## src/rtl/datapath_mon_pkg.sv

```systemverilog
`default_nettype none
// ============================================================================
// Module      : datapath_mon_pkg
// Description : Shared types and constants for the datapath monitor.
//               Holds the opcode enumeration, the monitor FSM state type,
//               the bit positions of the sticky error vector and a small
//               helper that classifies result-producing (Y-modifying) ops.
// Revision    : 1.0 - initial release
// ============================================================================
package datapath_mon_pkg;

    // Datapath opcodes as seen on the Op bus.
    typedef enum logic [2:0] {
        OP_000 = 3'b000,
        OP_001 = 3'b001,
        OP_010 = 3'b010,    // flag-producing op: result bus must be stable
        OP_011 = 3'b011,
        OP_100 = 3'b100     // MOV: must never raise Flag on the next cycle
    } op_t;

    // Monitor FSM: IDLE (nothing awaited) / WAIT (result awaited).
    typedef enum logic [0:0] {
        ST_IDLE = 1'b0,
        ST_WAIT = 1'b1
    } state_t;

    // Bit positions inside the sticky err vector.
    localparam int ERR_TIMEOUT = 0;
    localparam int ERR_STABLE  = 1;
    localparam int ERR_MOVFLAG = 2;

    // True for ops that write the Y result and therefore start a wait.
    function automatic logic is_yop(input logic [2:0] op);
        return (op == OP_000) || (op == OP_001) ||
               (op == OP_011) || (op == OP_100);
    endfunction

endpackage
`default_nettype wire

```

## src/rtl/sat_counter.sv

```systemverilog
`default_nettype none
// ============================================================================
// Module      : sat_counter
// Description : W-bit up counter that adds 0..3 per cycle and saturates at
//               2^W-1 instead of wrapping.
// Ports       : clk  - clock, rising edge
//               rst  - synchronous active-high reset
//               clr  - synchronous clear (same effect as rst)
//               inc  - amount to add this cycle (0..3)
//               cnt  - current count
// Revision    : 1.0 - initial release
// ============================================================================
module sat_counter #(
    parameter int W = 16
) (
    input  logic         clk,
    input  logic         rst,
    input  logic         clr,
    input  logic [1:0]   inc,
    output logic [W-1:0] cnt
);

    // Sum is formed one bit wider than the larger operand so overflow past
    // the saturation value is visible even when W is smaller than inc.
    localparam int SW = ((W > 2) ? W : 2) + 1;
    localparam logic [SW-1:0] MAX_C = {{(SW-W){1'b0}}, {W{1'b1}}};

    logic [W-1:0]  cnt_q;
    logic [W-1:0]  cnt_d;
    logic [SW-1:0] w_sum;

    always_comb begin
        w_sum = {{(SW-W){1'b0}}, cnt_q} + {{(SW-2){1'b0}}, inc};
        if (w_sum > MAX_C) begin
            cnt_d = {W{1'b1}};
        end else begin
            cnt_d = w_sum[W-1:0];
        end
    end

    always_ff @(posedge clk) begin
        if (rst || clr) begin
            cnt_q <= '0;
        end else begin
            cnt_q <= cnt_d;
        end
    end

    assign cnt = cnt_q;

endmodule
`default_nettype wire

```

## src/rtl/datapath_monitor.sv

```systemverilog
`default_nettype none
// ============================================================================
// Module      : datapath_monitor
// Description : Passive checker for a small datapath. Tracks Y-modifying ops
//               and flags a timeout if no non-zero result appears within
//               TIMEOUT cycles, flags result-bus instability during flag ops,
//               and flags a Flag assertion on the cycle after a MOV write.
//               Errors are sticky; error and pass events are counted with
//               saturating counters.
// Ports       : clk, rst        - clock / synchronous active-high reset
//               OutPort         - datapath result bus (OUT_W bits)
//               Op, Wen, Flag   - datapath opcode, write enable, flag
//               clr             - synchronous clear of errors/counters/FSM
//               err             - sticky errors [0]timeout [1]stable [2]movflag
//               err_cnt         - total error events (saturating)
//               pass_cnt        - results delivered in time (saturating)
//               busy            - high while a result is awaited
// Revision    : 1.0 - initial release
// ============================================================================
module datapath_monitor
    import datapath_mon_pkg::*;
#(
    parameter int OUT_W   = 7,
    parameter int TIMEOUT = 100,
    parameter int CNT_W   = 16
) (
    input  logic             clk,
    input  logic             rst,
    input  logic [OUT_W-1:0] OutPort,
    input  logic [2:0]       Op,
    input  logic             Wen,
    input  logic             Flag,
    input  logic             clr,
    output logic [2:0]       err,
    output logic [CNT_W-1:0] err_cnt,
    output logic [CNT_W-1:0] pass_cnt,
    output logic             busy
);

    localparam int WAIT_W = $clog2(TIMEOUT + 1);
    localparam logic [WAIT_W-1:0] TIMEOUT_C = WAIT_W'(TIMEOUT);

    state_t             state_q, state_d;
    logic [WAIT_W-1:0]  wcnt_q, wcnt_d;
    logic [OUT_W-1:0]   prev_q;
    logic               prev_valid_q;
    logic               mov_pend_q;
    logic [2:0]         err_q, err_d;

    logic               w_ystart;
    logic               w_timeout_ev;
    logic               w_pass_ev;
    logic [2:0]         w_ev;
    logic [1:0]         w_err_inc;
    logic [1:0]         w_pass_inc;

    // ------------------------------------------------------------------
    // Wait FSM. A fresh Y-op (Wen=0) always restarts the wait, ahead of
    // the result and timeout checks for the same cycle.
    // ------------------------------------------------------------------
    always_comb begin
        w_ystart     = is_yop(Op) && !Wen;
        state_d      = state_q;
        wcnt_d       = wcnt_q;
        w_timeout_ev = 1'b0;
        w_pass_ev    = 1'b0;
        case (state_q)
            ST_IDLE: begin
                if (w_ystart) begin
                    state_d = ST_WAIT;
                    wcnt_d  = '0;
                end
            end
            ST_WAIT: begin
                if (w_ystart) begin
                    wcnt_d = '0;
                end else if (|OutPort) begin
                    state_d   = ST_IDLE;
                    w_pass_ev = 1'b1;
                end else if (wcnt_q == TIMEOUT_C) begin
                    state_d      = ST_IDLE;
                    w_timeout_ev = 1'b1;
                end else begin
                    wcnt_d = wcnt_q + WAIT_W'(1);
                end
            end
            default: begin
                state_d = ST_IDLE;
                wcnt_d  = '0;
            end
        endcase
    end

    // ------------------------------------------------------------------
    // Error events for this cycle. The stability check needs a valid
    // previous sample, which does not exist right after rst or clr.
    // ------------------------------------------------------------------
    always_comb begin
        w_ev              = 3'b000;
        w_ev[ERR_TIMEOUT] = w_timeout_ev;
        w_ev[ERR_STABLE]  = (Op == OP_010) && prev_valid_q && (OutPort != prev_q);
        w_ev[ERR_MOVFLAG] = mov_pend_q && Flag;
        err_d             = err_q | w_ev;
        w_err_inc         = {1'b0, w_ev[0]} + {1'b0, w_ev[1]} + {1'b0, w_ev[2]};
        w_pass_inc        = {1'b0, w_pass_ev};
    end

    always_ff @(posedge clk) begin
        if (rst) begin
            state_q      <= ST_IDLE;
            wcnt_q       <= '0;
            prev_q       <= '0;
            prev_valid_q <= 1'b0;
            mov_pend_q   <= 1'b0;
            err_q        <= 3'b000;
        end else if (clr) begin
            state_q      <= ST_IDLE;
            wcnt_q       <= '0;
            prev_q       <= OutPort;
            prev_valid_q <= 1'b0;
            mov_pend_q   <= 1'b0;
            err_q        <= 3'b000;
        end else begin
            state_q      <= state_d;
            wcnt_q       <= wcnt_d;
            prev_q       <= OutPort;
            prev_valid_q <= 1'b1;
            mov_pend_q   <= (Op == OP_100) && Wen;
            err_q        <= err_d;
        end
    end

    // The counters take clr directly, so events in a clr cycle are dropped.
    sat_counter #(.W(CNT_W)) u_err_cnt (
        .clk (clk),
        .rst (rst),
        .clr (clr),
        .inc (w_err_inc),
        .cnt (err_cnt)
    );

    sat_counter #(.W(CNT_W)) u_pass_cnt (
        .clk (clk),
        .rst (rst),
        .clr (clr),
        .inc (w_pass_inc),
        .cnt (pass_cnt)
    );

    assign err  = err_q;
    assign busy = (state_q == ST_WAIT);

endmodule
`default_nettype wire

```

## config.mk

```make
export PLATFORM = sky130hd
export DESIGN_NAME = datapath_monitor
export DESIGN_NICKNAME = d
export VERILOG_FILES = /design/src/rtl/datapath_mon_pkg.sv /design/src/rtl/sat_counter.sv /design/src/rtl/datapath_monitor.sv
export SDC_FILE = /design/constraint.sdc
export NUM_CORES = 1
export LEC_CHECK = 0
export ABC_AREA = 1
export CORE_MARGIN = 2
export CORE_UTILIZATION = 50
export CTS_CLUSTER_SIZE = 28
export DETAILED_ROUTE_END_ITERATION = 10
export PLACE_DENSITY = 0.77
export SLEW_MARGIN = 30
export SYNTH_ARGS = -nofsm -noshare
export SYNTH_HDL_FRONTEND = slang
export SYNTH_HIERARCHICAL = 1
export SYNTH_SLANG_ARGS = --single-unit
export TNS_END_PERCENT = 20
```

## constraint.sdc

```tcl
create_clock -name clk -period 5.9 [get_ports clk]
set_input_delay 0.885 -clock clk [delete_from_list [all_inputs] [get_ports clk]]
set_output_delay 0.885 -clock clk [all_outputs]
set_load 0.05 [all_outputs]
```

==> impl_metrics.ini <==
[run_status]
run_status = complete, no violations

[finish]
antennaDiodeCount = 0
multiInputGateArea_um2 = 1580
fin_util_pct = 63.8
final.fill_count = 511
drive_gt1_share_pct = 8.37
area.sequential_um2 = 1040
finish.instance_area_um2 = 3530
area_delta_synth_final_pct = 22.2
nets = 489
final_cells = 538

[synthesis]
edff_count_synth = 0
post_synth_instance_area_um2 = 2890
yosysWarnings = 6
synth-async-reset-ratio_pct = 0
yosys-top-cells-area = sky130_fd_sc_hd__dfxtp_1 (36%), sky130_fd_sc_hd__nand2_1 (15%), sky130_fd_sc_hd__inv_1 (7.8%)
yosys.area.top_type = sky130_fd_sc_hd__dfxtp_1
ys_seq_area_share_pct = 36.0
synth.cells.most_frequent = sky130_fd_sc_hd__nand2_1 (114), sky130_fd_sc_hd__inv_1 (60), sky130_fd_sc_hd__nor2_1 (53)
post-synth-top-count-cell = sky130_fd_sc_hd__nand2_1
synth.ff_latch_count = 52
ys.flop_type = sky130_fd_sc_hd__dfxtp_1
synthDistinctLibCells = 33
syn-instance-count = 413
post-synth-top-area-fraction_pct = 36.0
syn-mean-instance-area_um2 = 7.00

[routing]
dr_wl_met2_um = 2780
route.final.wire_length_um = 5910
drt_pre_antenna_iters = 4
wirelength_met1_um = 2800
first_iter_violations = 103
route.detailed.drc = 0
detailed_route_vias_per_instance = 4.84
wl_met3_um = 247
highest_metal_layer_used_by_the_detailed_router = met4
dr_total_vias = 2602
ant_nets = 0
routed_wire_length_per_instance_um = 11.0

[clocking]
clock-sinks = 52
ctsResizeCount = 0
cts-htree-levels = 2
path_clk_slew_ns = 0.10
tritoncts = built
clock_tree_root_driver_cell = sky130_fd_sc_hd__clkbuf_8
numCtsBuffers = 5
cts_buffer_depth = 2
cts_hold_repair.buffers = 0
post_cts_repair_timing_setup_buffer_count = 0
worstSkewPairLatency_ns = 0.30

[floorplan]
die_y_um = 80.0
fp.dieW_um = 80.0
floorplan.die_area_um2 = 6400
core_um2 = 5540
io_pins = 51
initial_utilization_pct = 52.2
row_count = 27

[placed_design]
gp_congestion = 0.970
numPortBuffers = 50
detailedPlacementHpwl_um = 4460
place.detailed.instances = 530
place_area_um2 = 3440

[global_routing]
overall_global_routing_usage_pct = 19.3
number_of_antenna_violations_at_the_first_check_in_global_routing = 0
pin_count_of_the_biggest_net_entering_global_routing = 18
grt_overflow_total = 0
grt_first_pass_wirelength_um = 9820
grt_pass1_vias = 2289

[timing]
final_hold_viol_count = 0
rsz0062_at_grt = false
final_min_period_over_clock_period_pct = 61.0
fmax_mhz = 278
setup_viol_count_final = 0
worst-slew-pin-transition_ns = 0.504
final_period_minus_worst_setup_slack_ns = 3.60
fin_skew_ns = 0.00573
maxSlewViolCount = 0
final.setup.tns_ns = 0
remaining_max_slew_budget_at_the_tightest_pin_pct = 66.3

[power_and_ir_drop]
total_leakage_power_nw = 1.45
peak_supply_drop_uv = 122
powerDensity_nw_per_um2 = 172
totalPowerFinal_mw = 0.607

[setup_path]
cp.buffers_inverters = 2
critical-path-top-cell-by-count = sky130_fd_sc_hd__nand2_1
endpoint_kind = flop
worstPathMaxFanout = 15
crit_family = simple AND/OR/NAND/NOR gates
critical_path.startpoint_type = primary input
worstSetupPathType = primary input to flop
timing.critical_path.cells = clkdlybuf4s50_1 > nand2_1 > nand3_2 > nand2_1 > nor3b_1 > fa_1 > ha_1 > fa_1 > nand2_2 > nor2_4 > nand4_4 > nand3_1 > nand2_1 > inv_1
cp.arrival_ns = 3.81
max_stage_delay_ns = 0.50
worst_ep_required_time_ns = 6.12
critical-path-slowest-cell = sky130_fd_sc_hd__clkdlybuf4s50_1

[flow_run]
drv.max_cap_violation_count = 0

[min_path]
timing.hold.worst.class = flop to flop
-- flip-flops by register name (all words and copies together), names as in the netlist --
signal and cells:
u_err_cnt/cnt 16, u_pass_cnt/cnt 16, prev_q 7, wcnt_q 7, err 3, busy 1
mov_pend_q 1, prev_valid_q 1
-- cell families after synthesis --
logic type      after synthesis  share of synthesized area (%)
compound gates               42                           8.10
xor+xnor                     16                           4.85
fa+ha+maj                     9                           4.68
buf+inv                      67                           9.48
flops                        52                           36.0
other cells                   1                          0.130
simple gates                226                           36.8
-- layout make-up --
cell class	instances	area share (%)
Inverter	61	6.48
Timing Repair Buffer	50	14.2
Tap cell	72	2.55
Clock inverter	3	0.673
Multi-Input combinational cell	295	44.7
Clock buffer	5	1.95
Sequential cell	52	29.5
-- placed cells by master (no fill, tap or decap), drive strengths merged --
master,instances
conb,2
nor3,3
nor3b,1
or2,1
clkinv,1
xor2,12
xnor2,4
clkbuf,5
inv,61
nand4,6
ha,6
clkdlybuf4s50,50
nand3b,3
nand3,28
o21ai,8
a21oi,32
clkinvlp,2
dfxtp,52
nor2,64
fa,3
o21bai,2
nand2,120
-- stage by stage --
stage	hold WS, ns	worst slack [ns]
CTS	0.469	2.27
floorplan	0.489	2.66
global placement	0.454	2.02
detailed placement	0.454	1.94
finish	0.468	2.30
global route	0.507	2.07
-- per-layer routing --
layer,up-vias,GRT usage (%)
li1,1381,-
met1,1164,25.5
met2,48,31.4
met3,9,4.07
met4,0,6.27
met5,-,0
-- power by group --
part           leakage (nW)  switching, mW  internal, mW
Clock                0.0404          0.119        0.0841
Sequential            0.422        0.00345         0.356
Combinational         0.987         0.0266        0.0184
Total                  1.45          0.149         0.458
-- worst register-to-register path: stages, from the launching register on --
cell,delay (ns)
sky130_fd_sc_hd__dfxtp_1,0.36
sky130_fd_sc_hd__inv_1,0.08
sky130_fd_sc_hd__ha_1,0.14
sky130_fd_sc_hd__nand2_1,0.06
sky130_fd_sc_hd__nor2_1,0.09
sky130_fd_sc_hd__nand2_1,0.09
sky130_fd_sc_hd__nor3b_1,0.35
sky130_fd_sc_hd__fa_1,0.49
sky130_fd_sc_hd__ha_1,0.24
sky130_fd_sc_hd__fa_1,0.42
sky130_fd_sc_hd__nand2_2,0.11
sky130_fd_sc_hd__nor2_4,0.06
sky130_fd_sc_hd__nand4_4,0.20
sky130_fd_sc_hd__nand3_1,0.11
sky130_fd_sc_hd__nand2_1,0.07
sky130_fd_sc_hd__inv_1,0.03
-- worst paths after layout --
path                               start                          end  slack [ns]  cells after the start
hold / removal         err[1]$_SDFF_PP0_            err[1]$_SDFF_PP0_        0.47                      2
setup / recovery                   Op[0]  u_err_cnt/cnt[9]$_SDFF_PP0_        2.30                     14
setup reg to reg  wcnt_q[0]$_SDFFE_PP0P_  u_err_cnt/cnt[9]$_SDFF_PP0_        2.90                     15
hold reg to reg        err[1]$_SDFF_PP0_            err[1]$_SDFF_PP0_        0.47                      2
Note: power is estimated with default switching activity, not from simulation.
